===== config.mk =====
export PLATFORM = sky130hd
export DESIGN_NAME = arb_rr_n
export DESIGN_NICKNAME = d
export VERILOG_FILES = /design/src/rtl/arb_rr_n.sv
export SDC_FILE = /design/constraint.sdc
export NUM_CORES = 1
export LEC_CHECK = 0
export CAP_MARGIN = 5
export CORE_UTILIZATION = 30
export CTS_CLUSTER_SIZE = 10
export DETAILED_ROUTE_END_ITERATION = 6
export MAX_ROUTING_LAYER = met4
export PLACE_DENSITY = 0.61
export REMOVE_ABC_BUFFERS = 1
export SLEW_MARGIN = 20
export SYNTH_ARGS = -nofsm -noshare
export SYNTH_HDL_FRONTEND = slang
export SYNTH_SLANG_ARGS = --single-unit

===== constraint.sdc =====
create_clock -name clk -period 2.6 [get_ports clk]
set_input_delay 0.52 -clock clk [delete_from_list [all_inputs] [get_ports clk]]
set_output_delay 0.52 -clock clk [all_outputs]
set_load 0.05 [all_outputs]

===== src/rtl/arb_rr_n.sv =====
// N-requester arbiter with round-robin or fixed-priority search and a bounded
// grant hold, so that a busy owner cannot starve the other requesters.
module arb_rr_n #(
   parameter  int N        = 4,
   parameter  int MAX_HOLD = 4,
   localparam int ID_W     = $clog2(N)
) (
   input  logic            clk,
   input  logic            rst,
   input  logic [N-1:0]    request,
   input  logic            fixed_pri,
   output logic [N-1:0]    grant,
   output logic            grant_valid,
   output logic [ID_W-1:0] grant_id
);

   localparam int HOLD_W = (MAX_HOLD > 1) ? $clog2(MAX_HOLD) : 1;
   localparam logic [HOLD_W-1:0] HOLD_LAST = HOLD_W'(MAX_HOLD - 1);
   localparam logic [ID_W-1:0]   ID_LAST   = ID_W'(N - 1);

   logic [ID_W-1:0]   ptr_r;
   logic [ID_W-1:0]   ptr_s;
   logic [HOLD_W-1:0] hold_cnt_r;
   logic [HOLD_W-1:0] hold_cnt_s;
   logic [N-1:0]      grant_s;
   logic              grant_valid_s;
   logic [ID_W-1:0]   grant_id_s;
   logic [N-1:0]      owner_bit_s;
   logic [N-1:0]      mask_s;
   logic [ID_W-1:0]   start_s;
   logic [ID_W-1:0]   next_ptr_s;
   logic              arbitrate_s;
   logic              found_s;
   logic [ID_W-1:0]   pick_id_s;

   // First set bit of mask scanning upward from start with modulo-N wrap; MSB = found.
   function automatic logic [ID_W:0] pick(input logic [ID_W-1:0] start, input logic [N-1:0] mask);
      logic            found;
      logic [ID_W-1:0] idx;
      int              k;
      found = 1'b0;
      idx   = '0;
      for (int j = 0; j < N; j++) begin
         k = (int'(start) + j) % N;
         if (!found && mask[k]) begin
            found = 1'b1;
            idx   = ID_W'(k);
         end
      end
      return {found, idx};
   endfunction

   function automatic logic [N-1:0] onehot(input logic [ID_W-1:0] idx);
      return N'(1) << idx;
   endfunction

   // Next-state decision: hold, release, preempt, or arbitrate from IDLE.
   always_comb begin
      owner_bit_s   = onehot(grant_id);
      next_ptr_s    = (grant_id == ID_LAST) ? '0 : grant_id + ID_W'(1);
      ptr_s         = ptr_r;
      hold_cnt_s    = hold_cnt_r;
      grant_s       = grant;
      grant_valid_s = grant_valid;
      grant_id_s    = grant_id;
      start_s       = ptr_r;
      mask_s        = '0;
      arbitrate_s   = 1'b0;

      if (!grant_valid) begin
         arbitrate_s = 1'b1;
         mask_s      = request;
         start_s     = fixed_pri ? '0 : ptr_r;
      end else if (!request[grant_id]) begin
         arbitrate_s = 1'b1;
         ptr_s       = next_ptr_s;
         mask_s      = request;
         start_s     = fixed_pri ? '0 : next_ptr_s;
      end else if (hold_cnt_r != HOLD_LAST) begin
         hold_cnt_s = hold_cnt_r + HOLD_W'(1);
      end else if ((request & ~owner_bit_s) != '0) begin
         // Burst limit reached with others waiting: the owner is excluded from this search.
         arbitrate_s = 1'b1;
         ptr_s       = next_ptr_s;
         mask_s      = request & ~owner_bit_s;
         start_s     = fixed_pri ? '0 : next_ptr_s;
      end else begin
         hold_cnt_s = HOLD_LAST;
      end

      {found_s, pick_id_s} = pick(start_s, mask_s);

      if (arbitrate_s) begin
         hold_cnt_s = '0;
         if (found_s) begin
            grant_s       = onehot(pick_id_s);
            grant_valid_s = 1'b1;
            grant_id_s    = pick_id_s;
         end else begin
            grant_s       = '0;
            grant_valid_s = 1'b0;
            grant_id_s    = '0;
         end
      end else begin
         grant_s       = grant;
         grant_valid_s = grant_valid;
         grant_id_s    = grant_id;
      end
   end

   // Registered grant outputs and arbitration state.
   always_ff @(posedge clk or posedge rst) begin
      if (rst) begin
         grant       <= '0;
         grant_valid <= 1'b0;
         grant_id    <= '0;
         ptr_r       <= '0;
         hold_cnt_r  <= '0;
      end else begin
         grant       <= grant_s;
         grant_valid <= grant_valid_s;
         grant_id    <= grant_id_s;
         ptr_r       <= ptr_s;
         hold_cnt_r  <= hold_cnt_s;
      end
   end

endmodule


==> impl_metrics.yaml <==
timing:
  timing.slew.headroom: 0.666
  maxSlewViolCount: 0
  finClkSkew_ns: 0.00904
  setup_viol: 0
  post-route-period-util: 0.924
  final-hold-violation-count: 0
  fin_ws_ns: 0.197
  fmax_mhz: 416
  worstMarginPinSlew_ns: 0.499
  min_period_ns: 2.40
  rsz0062_at_grt: "no"
route:
  viasPerCell: 5.77
  via_count: 900
  drcViolationCount: 0
  drt_first_iter_violations: 29
  wl_per_cell_um: 15.3
  drtAntennaViolNets: 0
  drt-total-wl_um: 2390
  drt-pass1-iter-count: 4
floorplan:
  initial_core_util: 0.319
  core_mm2: 0.00276
  die_h_um: 56.2
  ios: 14
  dieArea_mm2: 0.00316
  die_w_um: 56.2
  rows: 19
global_routing:
  antenna_found_initial: 0
  grt_max_degree: 12
  grt_pass1_wl_um: 4070
  gr-total-overflow: 0
  grt_pass1_vias: 913
  grt_use_total: 0.171
finish:
  layout-drive-gt1-share: 0.192
  layout_commonest_cell: "clkdlybuf4s50_1"
  antenna_cells: 0
  nets: 137
  fin_cells: 156
  areaGrowthSynthToFinish_pct: 28.8
  layout_common_cells: "13 x clkdlybuf4s50_1, 11 x dfrtp_1, 10 x buf_4, 8 x nand2_1, 8 x nor2_1"
synth:
  synth_top_area_share: 0.313
  synth_area_leaders: "dfrtp_1 31%, ha_1 5.7%, o21ai_1 3.4%, nand2_1 3.4%, nor2_1 3.4%"
  synth_ff_type: "dfrtp_1"
  synthArstFlopShare: 1.00
  yosysSeqAreaShare: 0.313
  synth_cell_types: 46
  synth_top_area_cell: "dfrtp_1"
  yosys_warnings: 0
  netlist_area_um2: 881
  postSynthCellCount: 100
  synth-seq-cells: 11
  synth_edf_count: 0
  synth_area_per_cell_um2: 8.81
clock_tree:
  numClockSinks: 11
  cts_resized: 0
  cts_tree: "yes"
  post_cts_buffers: 0
  clockBufferDepth: 2
  clock-root-buffer: "clkbuf_4"
  clk_transition_reported_paths_ns: 0.08
  cts-buffers-inserted: 3
  hold_buffers: 0
  h-tree-depth: 1
  clk_latency_ns: 0.27
critical_path:
  crit_arrival_ns: 2.59
  cp-start-kind: "input pin"
  crit_fanout: 6
  r2r_slack_ns: 0.23
  worstSetupPathType: "input pin to register"
  cp.required_ns: 2.79
  cp_cell_sequence: "clkdlybuf4s50_1 > nor2b_4 > o41ai_1 > o2111ai_1 > and2_1 > a21o_1 > o221ai_1"
  end_kind: "register"
  crit_slowest_cell: "o41ai_1"
  crit_path_max_incr_delay_ns: 0.51
pwr:
  vdd_drop_max_mv: 0.625
  sw_frac_of_total: 0.513
  leakagePower_uw: 0.000489
  pwr-share-seq: 0.216
  switchingPower_uw: 793
  power_density_mw_per_mm2: 1360
  p_int_uw: 753
  combPwrFrac: 0.707
  clkPwrFrac: 0.077
place:
  gp_congestion: 0.928
  io_buffers: 13
  hpwl_um: 1890
  dp_cells: 152
  pre_cts_ws_ns: -0.0375
outcome:
  status: "finished clean"
min_path:
  hold_class: "register to register"
run:
  max_cap_viol_count: 0
==> metal layers <==
layer / up-vias / track usage / share of wire
li1: 429 / - / -
met1: 424 / 0.219 / 0.45
met2: 38 / 0.257 / 0.46
met3: 9 / 0.0256 / 0.064
met4: 0 / 0.0976 / 0.030
met5: - / - / 0
==> layout make-up <==
| type | instances | area, µm² |
|---|---|---|
| flip-flops and latches | 11 | 275 |
| repair buffers | 23 | 205 |
| fillers | 288 | 1620 |
| clock buffers | 4 | 26.3 |
| well taps | 31 | 38.8 |
| multi-input cells | 80 | 563 |
| inverters | 7 | 26.3 |
==> synthesized netlist by cell type (2+ instances only) <==
| library cell | instances |
|---|---|
| a31oi_1 | 2 |
| dfrtp_1 | 11 |
| inv_1 | 6 |
| nor2b_1 | 4 |
| nand2_1 | 8 |
| a21oi_1 | 4 |
| o21ai_0 | 4 |
| and2_1 | 2 |
| o2111ai_1 | 2 |
| nor2_1 | 8 |
| ha_1 | 4 |
| o21ai_1 | 6 |
| nand4_1 | 4 |
| nand3_1 | 3 |
==> metrics by stage <==
step                utilization  TNS, ns  hold WS [ns]  power (µW)  instance area (µm²)
floorplan                     -        0         0.372        1060                  865
global placement          0.402        0         0.481        1410                 1110
detailed placement        0.402  -0.0950         0.490        1420                 1110
CTS                       0.412        0         0.511        1540                 1130
global route              0.412        0         0.549        1670                 1130
finish                    0.412        0         0.498        1550                 1130
==> flip-flops by register name, summed over array words and instances (netlist names) <==
| name | flops |
|---|---|
| grant | 4 |
| grant_id | 2 |
| hold_cnt_r | 2 |
| ptr_r | 2 |
| grant_valid | 1 |
==> worst paths after layout <==
path                              from            end  depth (start not counted)
hold reg to reg               grant[3]       grant[3]                          2
min in group asynchronous          rst       grant[0]                          2
setup / recovery            request[1]       grant[0]                          7
hold / removal                grant[3]       grant[3]                          2
setup reg to reg           grant_id[1]       grant[0]                          8
max in group asynchronous          rst  hold_cnt_r[1]                          2
==> power by group through the flow <==
| stage | clock network (µW) | logic (µW) | registers (µW) |
|---|---|---|---|
| 3_5_place_dp | 0 | 1080 | 338 |
| 4_1_cts | 119 | 1090 | 334 |
| 3_3_place_gp | 0 | 1080 | 334 |
| 2_1_floorplan | 0 | 571 | 488 |
| 6_report | 119 | 1090 | 333 |
| 5_1_grt | 130 | 1190 | 348 |
==> logic make-up after synthesis <==
family                   count (synthesis)  synth area share
flip-flops                              11             0.312
multiplexers                             3            0.0497
AO/OA/AOI/OAI                           34             0.290
buffers and inverters                    9            0.0483
AND/OR/NAND/NOR                         39             0.243
adder cells (fa/ha/maj)                  4            0.0568
==> worst max-delay path, delay by kind of cell <==
family	cells	cell delay, ns
and+or+nand+nor	2	0.45
buffers and inverters	1	0.47
AOI/OAI and AO/OA	4	1.14
Power figures use the tool's default switching activity.
